File: config.mk
export PLATFORM = sky130hd
export DESIGN_NAME = nand_chip_arbiter
export DESIGN_NICKNAME = d
export VERILOG_FILES = /design/src/rtl/nand_chip_arbiter.sv
export SDC_FILE = /design/constraint.sdc
export NUM_CORES = 1
export LEC_CHECK = 0
export CORE_MARGIN = 2
export CORE_UTILIZATION = 50
export CTS_CLUSTER_SIZE = 25
export DETAILED_ROUTE_END_ITERATION = 16
export HOLD_SLACK_MARGIN = 0.15
export PLACE_DENSITY = 0.8
export SYNTH_ARGS = -nofsm -noshare
export SYNTH_HDL_FRONTEND = slang
export SYNTH_SLANG_ARGS = --single-unit
File: constraint.sdc
create_clock -name clk -period 8.3 [get_ports clk]
set_clock_uncertainty 0.2 [all_clocks]
set_input_delay 0.83 -clock clk [delete_from_list [all_inputs] [get_ports clk]]
set_output_delay 0.83 -clock clk [all_outputs]
set_load 0.02 [all_outputs]
File: src/rtl/nand_chip_arbiter.sv
`default_nettype none
// ============================================================================
//  Module   : nand_chip_arbiter
//  Purpose  : Chip-enable arbiter for one shared NAND bus serving NUM_CHIPS
//             dies. Synchronises each die's ready/busy line, grants the bus
//             round-robin among requesting ready dies and drives the
//             active-low CEN vector with programmable setup/hold.
//  Ports    : clk           controller clock
//             sys_reset     synchronous active-high reset
//             i_req         per-die bus request (level)
//             i_rb_n        asynchronous die ready/busy (0 = busy)
//             i_release     one-cycle pulse, current owner done with bus
//             i_timeout_clr per-die clear of the sticky timeout flag
//             o_cen         active-low chip enables
//             o_grant_valid bus owned by o_grant_id
//             o_grant_id    index of current/pending owner
//             o_chip_ready  synchronised ready/busy (1 = ready)
//             o_timeout     sticky busy-timeout flags
//  Options  : NAND_ARB_TIMEOUT_EN enables per-die busy timeout counters.
//  Revision : 1.0  initial release
// ============================================================================
module nand_chip_arbiter #(
   parameter int NUM_CHIPS      = 8,
   parameter int RB_SYNC_STAGES = 2,
   parameter int CE_SETUP       = 4,
   parameter int CE_HOLD        = 2,
   parameter int BUSY_TIMEOUT   = 1000000
) (
   input  logic                         clk,
   input  logic                         sys_reset,
   input  logic [NUM_CHIPS-1:0]         i_req,
   input  logic [NUM_CHIPS-1:0]         i_rb_n,
   input  logic                         i_release,
   input  logic [NUM_CHIPS-1:0]         i_timeout_clr,
   output logic [NUM_CHIPS-1:0]         o_cen,
   output logic                         o_grant_valid,
   output logic [$clog2(NUM_CHIPS)-1:0] o_grant_id,
   output logic [NUM_CHIPS-1:0]         o_chip_ready,
   output logic [NUM_CHIPS-1:0]         o_timeout
);

   localparam int ID_W  = $clog2(NUM_CHIPS);
   localparam int CNT_W = $clog2((CE_SETUP > CE_HOLD) ? CE_SETUP : CE_HOLD) + 1;

   typedef enum logic [1:0] {
      S_IDLE  = 2'd0,
      S_SETUP = 2'd1,
      S_OWNED = 2'd2,
      S_HOLD  = 2'd3
   } state_t;

   // ------------------------------------------------------------------
   // Ready/busy synchroniser, preset to "ready" so reset never shows
   // a spurious busy die.
   // ------------------------------------------------------------------
   logic [NUM_CHIPS-1:0] r_rb_sync [RB_SYNC_STAGES];
   logic [NUM_CHIPS-1:0] w_chip_ready;
   logic [NUM_CHIPS-1:0] w_eligible;

   always_ff @(posedge clk) begin
      if (sys_reset) begin
         for (int s = 0; s < RB_SYNC_STAGES; s++) r_rb_sync[s] <= '1;
      end else begin
         r_rb_sync[0] <= i_rb_n;
         for (int s = 1; s < RB_SYNC_STAGES; s++) r_rb_sync[s] <= r_rb_sync[s-1];
      end
   end

   assign w_chip_ready = r_rb_sync[RB_SYNC_STAGES-1];
   assign o_chip_ready = w_chip_ready;

`ifdef NAND_ARB_TIMEOUT_EN
   localparam int TO_W = $clog2(BUSY_TIMEOUT + 1);

   logic [TO_W-1:0]      r_busy_cnt [NUM_CHIPS];
   logic [NUM_CHIPS-1:0] r_timeout;

   // Counter saturates so a die stuck busy keeps re-asserting its flag;
   // a clear during that time loses to the set.
   always_ff @(posedge clk) begin
      if (sys_reset) begin
         for (int i = 0; i < NUM_CHIPS; i++) r_busy_cnt[i] <= '0;
         r_timeout <= '0;
      end else begin
         for (int i = 0; i < NUM_CHIPS; i++) begin
            if (w_chip_ready[i])
               r_busy_cnt[i] <= '0;
            else if (r_busy_cnt[i] != TO_W'(BUSY_TIMEOUT))
               r_busy_cnt[i] <= r_busy_cnt[i] + TO_W'(1);

            if (!w_chip_ready[i] && (r_busy_cnt[i] >= TO_W'(BUSY_TIMEOUT - 1)))
               r_timeout[i] <= 1'b1;
            else if (i_timeout_clr[i])
               r_timeout[i] <= 1'b0;
         end
      end
   end

   assign w_eligible = i_req & w_chip_ready & ~r_timeout;
   assign o_timeout  = r_timeout;
`else
   logic w_unused_tclr;
   assign w_unused_tclr = (^i_timeout_clr) ^ (BUSY_TIMEOUT == 0);
   assign w_eligible    = i_req & w_chip_ready;
   assign o_timeout     = '0;
`endif

   // ------------------------------------------------------------------
   // Round-robin winner: first eligible die above the pointer, wrapping.
   // Scanning from the far end down lets the nearest match win last.
   // ------------------------------------------------------------------
   logic [ID_W-1:0] r_ptr;
   logic [ID_W-1:0] w_winner;
   logic            w_any;

   always_comb begin
      w_winner = '0;
      for (int k = NUM_CHIPS; k >= 1; k--) begin
         if (w_eligible[ID_W'((int'(r_ptr) + k) % NUM_CHIPS)])
            w_winner = ID_W'((int'(r_ptr) + k) % NUM_CHIPS);
      end
   end

   assign w_any = |w_eligible;

   // ------------------------------------------------------------------
   // Grant FSM; all outputs are registered.
   // ------------------------------------------------------------------
   state_t               r_state, w_state_nxt;
   logic [CNT_W-1:0]     r_cnt, w_cnt_nxt;
   logic [NUM_CHIPS-1:0] r_cen, w_cen_nxt;
   logic [ID_W-1:0]      r_grant_id, w_gid_nxt;
   logic                 r_grant_valid, w_gv_nxt;
   logic [ID_W-1:0]      w_ptr_nxt;

   always_ff @(posedge clk) begin
      if (sys_reset) begin
         r_state       <= S_IDLE;
         r_cnt         <= '0;
         r_cen         <= '1;
         r_grant_id    <= '0;
         r_grant_valid <= 1'b0;
         r_ptr         <= ID_W'(NUM_CHIPS - 1);
      end else begin
         r_state       <= w_state_nxt;
         r_cnt         <= w_cnt_nxt;
         r_cen         <= w_cen_nxt;
         r_grant_id    <= w_gid_nxt;
         r_grant_valid <= w_gv_nxt;
         r_ptr         <= w_ptr_nxt;
      end
   end

   always_comb begin
      w_state_nxt = r_state;
      w_cnt_nxt   = r_cnt;
      w_cen_nxt   = r_cen;
      w_gid_nxt   = r_grant_id;
      w_gv_nxt    = r_grant_valid;
      w_ptr_nxt   = r_ptr;
      case (r_state)
         S_IDLE: begin
            if (w_any) begin
               w_state_nxt = S_SETUP;
               w_gid_nxt   = w_winner;
               w_cen_nxt   = ~({{(NUM_CHIPS-1){1'b0}}, 1'b1} << w_winner);
               w_cnt_nxt   = CNT_W'(CE_SETUP - 1);
            end
         end
         S_SETUP: begin
            // Abort leaves the pointer alone so the same die keeps priority.
            if (!i_req[r_grant_id]) begin
               w_state_nxt = S_IDLE;
               w_cen_nxt   = '1;
            end else if (r_cnt == '0) begin
               w_state_nxt = S_OWNED;
               w_gv_nxt    = 1'b1;
            end else begin
               w_cnt_nxt = r_cnt - CNT_W'(1);
            end
         end
         S_OWNED: begin
            if (i_release) begin
               w_state_nxt = S_HOLD;
               w_gv_nxt    = 1'b0;
               w_cnt_nxt   = CNT_W'(CE_HOLD - 1);
               w_ptr_nxt   = r_grant_id;
            end
         end
         S_HOLD: begin
            if (r_cnt == '0) begin
               w_state_nxt = S_IDLE;
               w_cen_nxt   = '1;
            end else begin
               w_cnt_nxt = r_cnt - CNT_W'(1);
            end
         end
         default: begin
            w_state_nxt = S_IDLE;
            w_cen_nxt   = '1;
            w_gv_nxt    = 1'b0;
         end
      endcase
   end

   assign o_cen         = r_cen;
   assign o_grant_valid = r_grant_valid;
   assign o_grant_id    = r_grant_id;

endmodule
`default_nettype wire
# After elaboration in Yosys (flattened, before gate mapping)
# Memory sizes are Yosys's and may differ from the RTL's.
# Index checks and enable logic that the tools add are counted.
[totals]
reg_bits = 20
latch_bits = 0
mem_bits_rw = 16
romBits = 0
n_memories = 1
[memory_table]
columns = ["memory", "depth", "word_bits", "rd", "rd_ports_with_merged_regs", "write_ports", "line_no", "source"]
rows = [
  ["r_rb_sync", 2, 8, 2, 0, 2, "56", "logic [NUM_CHIPS-1:0] r_rb_sync [RB_SYNC_STAGES];"],
]
[op_classes]
eq_ne = 10
n_div = 0
order_cmp = 9
shifts = 1
mux = 58
add_sub_neg = 9
bitwise_logic = 4
reduce_logical = 11
mul = 0
[ops]
columns = ["cell", "count"]
rows = [
  ["$lt 3x5->1 const B", 8],
  ["$mux 8", 5],
  ["$mux 3", 12],
  ["$bmux 1 s3", 9],
  ["$pmux 8 s3", 1],
  ["$mux 1", 23],
  ["$add 3x3->3 const B", 4],
  ["$ne 2x2->1 const B", 6],
  ["$pmux 3 s4", 1],
  ["$reduce_and 4->1", 3],
  ["$mux 2", 5],
  ["$and 8x8->8", 1],
  ["$not 8->8", 1],
  ["$pmux 2 s4", 1],
  ["$reduce_or 8->1", 1],
  ["$shl 1x3->8 const A", 1],
  ["$add 3x1->3 const B", 2],
  ["$add 3x2->3 const B", 2],
  ["$eq 2x2->1 const B", 2],
  ["$lt 3x4->1 const B", 1],
  ["$reduce_and 2->1", 2],
  ["$logic_not 3->1", 1],
  ["$ne 3x3->1 const B", 1],
  ["$reduce_and 3->1", 1],
  ["other kinds (7)", 8],
]

# Logic depth before layout (Yosys ltp)
# An unclocked memory read counts as a cell.
[logic_depth]
depth_word = 17
depth_mapped = 12
ltp_nobuf = 9

# Worst setup path after synthesis
# No wires, ideal clock.
[synth_path]
path_kind = "reg-to-reg"
from = "register r_ptr[1]"
to = "register r_cen[4] (netlist: o_cen[4])"
n_path_buf = 2
setup_ns = 0.133
path_slack_ns = 5.223
synth_period_minus_slack_ns = 3.077
arrival_time_ns = 2.744
required_ns = 7.967
stages_incl_launch_ff = 11
path_cell_list = "dfxtp_1 -> inv_1 -> clkbuf_1 -> ha_1 -> clkbuf_1 -> mux4_2 -> o221ai_1 -> o41ai_1 -> a2111o_1 -> a21oi_1 -> a31oi_1"
[synth_via]
elab_chain_len = 16
word_cells_on_any_way = 44
[synth_rtl]
columns = ["item", "line_no", "source"]
rows = [
  ["from (decl)", "112", "logic [ID_W-1:0] r_ptr;"],
  ["from (signal assigned)", "143", "r_ptr <= ID_W'(NUM_CHIPS - 1);"],
  ["from (signal assigned)", "150", "r_ptr <= w_ptr_nxt;"],
  ["$add 3x1->3", "119, 120", ""],
  ["$bmux 1 s3", "119", "if (w_eligible[ID_W'((int'(r_ptr) + k) % NUM_CHIPS)])"],
  ["$mux 1 (not written as such) (2 in a row)", "119", ""],
  ["$mux 3 (7 in a row)", "119", ""],
  ["$mux 3 *", "119", ""],
  ["$shl 1x3->8 *", "166", "w_cen_nxt = ~({{(NUM_CHIPS-1){1'b0}}, 1'b1} << w_winner);"],
  ["$not 8->8 *", "166", ""],
  ["$mux 8 *", "163", "if (w_any) begin"],
  ["$pmux 8 s3 *", "161", "case (r_state)"],
  ["to (signal assigned)", "147", "r_cen <= w_cen_nxt;"],
  ["to (decl)", "131", "logic [NUM_CHIPS-1:0] r_cen, w_cen_nxt;"],
]
# Mark *: on every way between the ends. The rest lies on a longest branch, timed or not. The select of a mux whose other input is x is not followed.
# A chain may end at the register's enable or synchronous reset.

# Final worst setup path
# Ends and elaborated chain as after synthesis.

==> flow_summary.toml <==
[placement]
gp_congestion = 0.944
hpwl_mm = 5.04
place_inst = 380
placed_area_um2 = 2990
place_ws_ns = 4.22
io_buffers = 38

[die]
design.die.area_um2 = 6000
rows = 26
initial_core_util_pct = 52.5
die_h_um = 77.4
die_w_um = 77.4
io_pins = 55
core_um2 = 5140

[synthesis]
yosys-top-cells-count = "36 x dfxtp_1, 24 x nor2_1, 20 x mux4_2, 20 x nand2_1, 18 x buf_4"
yosysMostFrequentCell = "dfxtp_1"
synthTopCellsByArea = "dfxtp_1 27%, mux4_2 17%, buf_4 5.0%"
synth_top_cell_by_area = "dfxtp_1"
synth_cells = 294
ys_ff_latch = 36
synthArstFlopShare_pct = 0
synth_edf_count = 0
yosysSeqAreaShare_pct = 26.7
ys.flop_type = "dfxtp_1"
synth_area_per_cell_um2 = 9.17
yosys_warnings = 0
synthesis.area_um2 = 2700
synth.distinct_cells = 69
synth_top_area_share_pct = 26.7

[run]
max_cap_viol_count = 0

[global_route]
grt.overflow.total = 0
grt_pass1_wl_mm = 10.7
grtUsageTotal_pct = 22.6
grt_pass1_vias = 2233
grt_max_degree = 31
antenna_found_initial = 0

[pwr]
power_frac_seq_pct = 39.3
swShare_pct = 35.3
power_frac_clock_pct = 23.9
finalPower_mw = 0.517
power.switching_mw = 0.183
powerDensity_nw_per_um2 = 168
p_leak_nw = 1.14
p_int_mw = 0.334
ir_drop_mv = 0.144
power.share.combinational_pct = 36.8

[route]
drc = 0
wire_per_inst_um = 17.1
drt_iter0_markers = 270
vias = 2373
routed_wl_mm = 6.64
dr.pass1.iters = 5
avgViaCountPerCell = 6.12
drt.antenna.violating_nets = 0

[critical_path]
worstSetupPathType = "reg -> reg"
critPathLaunchType = "flop"
setup.worst_path.start = "r_ptr[1]"
worstPathArrival_ns = 4.15
path_cells = "inv_1 > ha_1 > inv_1 > mux4_2 > o211ai_1 > a31o_1 > a2111o_1 > a21oi_1 > a31oi_1"
critPathSlowestCell = "dfxtp_1"
r2r_setup_slack_ns = 4.11
max_stage_delay_ns = 0.76
worstPathRequired_ns = 8.26
cpMostUsedCell = "inv_1"
crit-reg2reg-launch = "r_ptr[1]"
crit_path_max_fanout = 17
end_kind = "flop"

[clocking]
postCtsHoldBufs = 0
cts-root-buf = "clkbuf_8"
cts.repair_timing.setup_buffer_count = 0
clock_sinks = 36
clkLatencyLatePin_ns = 0.29
h-tree-depth = 2
cts_tree = "done"
cts.clk_slew.worst_paths_ns = 0.08
clock_path_buffers = 2
cts_buffers = 5
cts_resized = 0

[layout]
final_area_um2 = 3080
final_nets = 348
register_area_um2 = 721
areaGrowthSynthToFinish_pct = 14.2
drive_gt1_share_pct = 18.6
multiInputGateArea_um2 = 1750
layout.cells.non_filler = 388
num_antenna_cells = 0
n_fill_cell = 475

[sta]
timing.final.max_slew_violations = 0
finalCritPeriodShare_pct = 50.5
min_period_ns = 4.19
fmax_ghz = 0.239
rsz0062_at_grt = "false"
setup_viol = 0
max_slew_margin_pct = 45.1
finalSetupTns_ns = 0
fin_ws_ns = 4.11
finalHoldViolations = 0
worstMarginPinSlew_ns = 0.821

[min_path]
min_path_type = "reg -> reg"
hp-start = "r_rb_sync[0][2]"

[outcome]
status = "complete, no violations"
[power by group through the flow]
stage	clock [mW]	combinational (mW)	sequential [mW]
after floorplan	0	0.136	0.209
after global placement	0	0.182	0.206
after detailed placement	0	0.187	0.206
after CTS	0.127	0.188	0.202
after global routing	0.134	0.204	0.205
final	0.123	0.190	0.203
[per-layer routing]
metal,GRT usage [%],part of all wire [%]
met4,8.57,2.7
met1,28.0,40
met5,0,0
met2,39.3,49
met3,3.95,8.4
[critical path: cells and delay by family, from the launching register on]
family / cells / cell delay [ns]
compound gates: 5 / 1.32
flops: 1 / 0.76
fa+ha+maj: 1 / 0.72
buf+inv: 2 / 0.71
mux: 1 / 0.34
[per-stage QoR]
| stage | util [%] | hold WS (ns) |
|---|---|---|
| 2_1_floorplan | - | 0.189 |
| 3_3_place_gp | 58.2 | 0.191 |
| 3_5_place_dp | 58.2 | 0.197 |
| 4_1_cts | 59.9 | 0.214 |
| 5_1_grt | 59.9 | 0.219 |
| 6_report | 59.9 | 0.213 |
[final timing paths]
path | depth (start not counted) | end
min | 1 | r_rb_sync[0][10]
max | 9 | o_cen[4]
min reg2reg | 1 | r_rb_sync[0][10]
max reg2reg | 9 | o_cen[4]
[cells in the final DEF (no fill, tap or decap), types with 4 or more instances in the layout]
| master | netlist | final |
|---|---|---|
| a21oi_1 | 13 | 13 |
| dfxtp_1 | 36 | 36 |
| and2_1 | 10 | 10 |
| or2_2 | 16 | 16 |
| o21ai_1 | 6 | 6 |
| nand3_1 | 11 | 11 |
| a31oi_1 | 9 | 9 |
| o21ai_0 | 9 | 9 |
| mux4_2 | 20 | 20 |
| inv_1 | 9 | 9 |
| ha_1 | 4 | 4 |
| nand2_1 | 20 | 20 |
| clkbuf_8 | 0 | 5 |
| clkdlybuf4s50_1 | 0 | 38 |
| nand3b_1 | 4 | 4 |
| mux2i_1 | 5 | 5 |
| nor2_1 | 24 | 24 |
| nor3_1 | 6 | 6 |
| nor2b_1 | 4 | 4 |
| conb_1 | 1 | 8 |
[state kept, by name (all words and copies together) (netlist names), named ones only]
register / count
r_rb_sync: 16
o_cen: 8
o_grant_id: 3
r_cnt: 3
r_ptr: 3
o_grant_valid: 1
r_state: 1
[layout make-up]
type,count,area share (%)
multi-input cells,225,56.9
flip-flops and latches,36,23.4
repair buffers,39,12.6
well taps,70,2.85
clock buffers,5,2.24
inverters,10,1.38
clock inverters,3,0.610
[cell families after synthesis]
kind of cell / after synthesis / share of synthesized area [%]
and+or+nand+nor: 110 / 21.7
AOI/OAI and AO/OA: 72 / 19.2
buffers and inverters: 40 / 9.28
DFF: 36 / 26.7
muxes: 27 / 19.5
adders and majority gates: 4 / 1.86
xor gates and xnor gates: 4 / 1.58
other: 1 / 0.139
(Power assumes the default switching activity.)
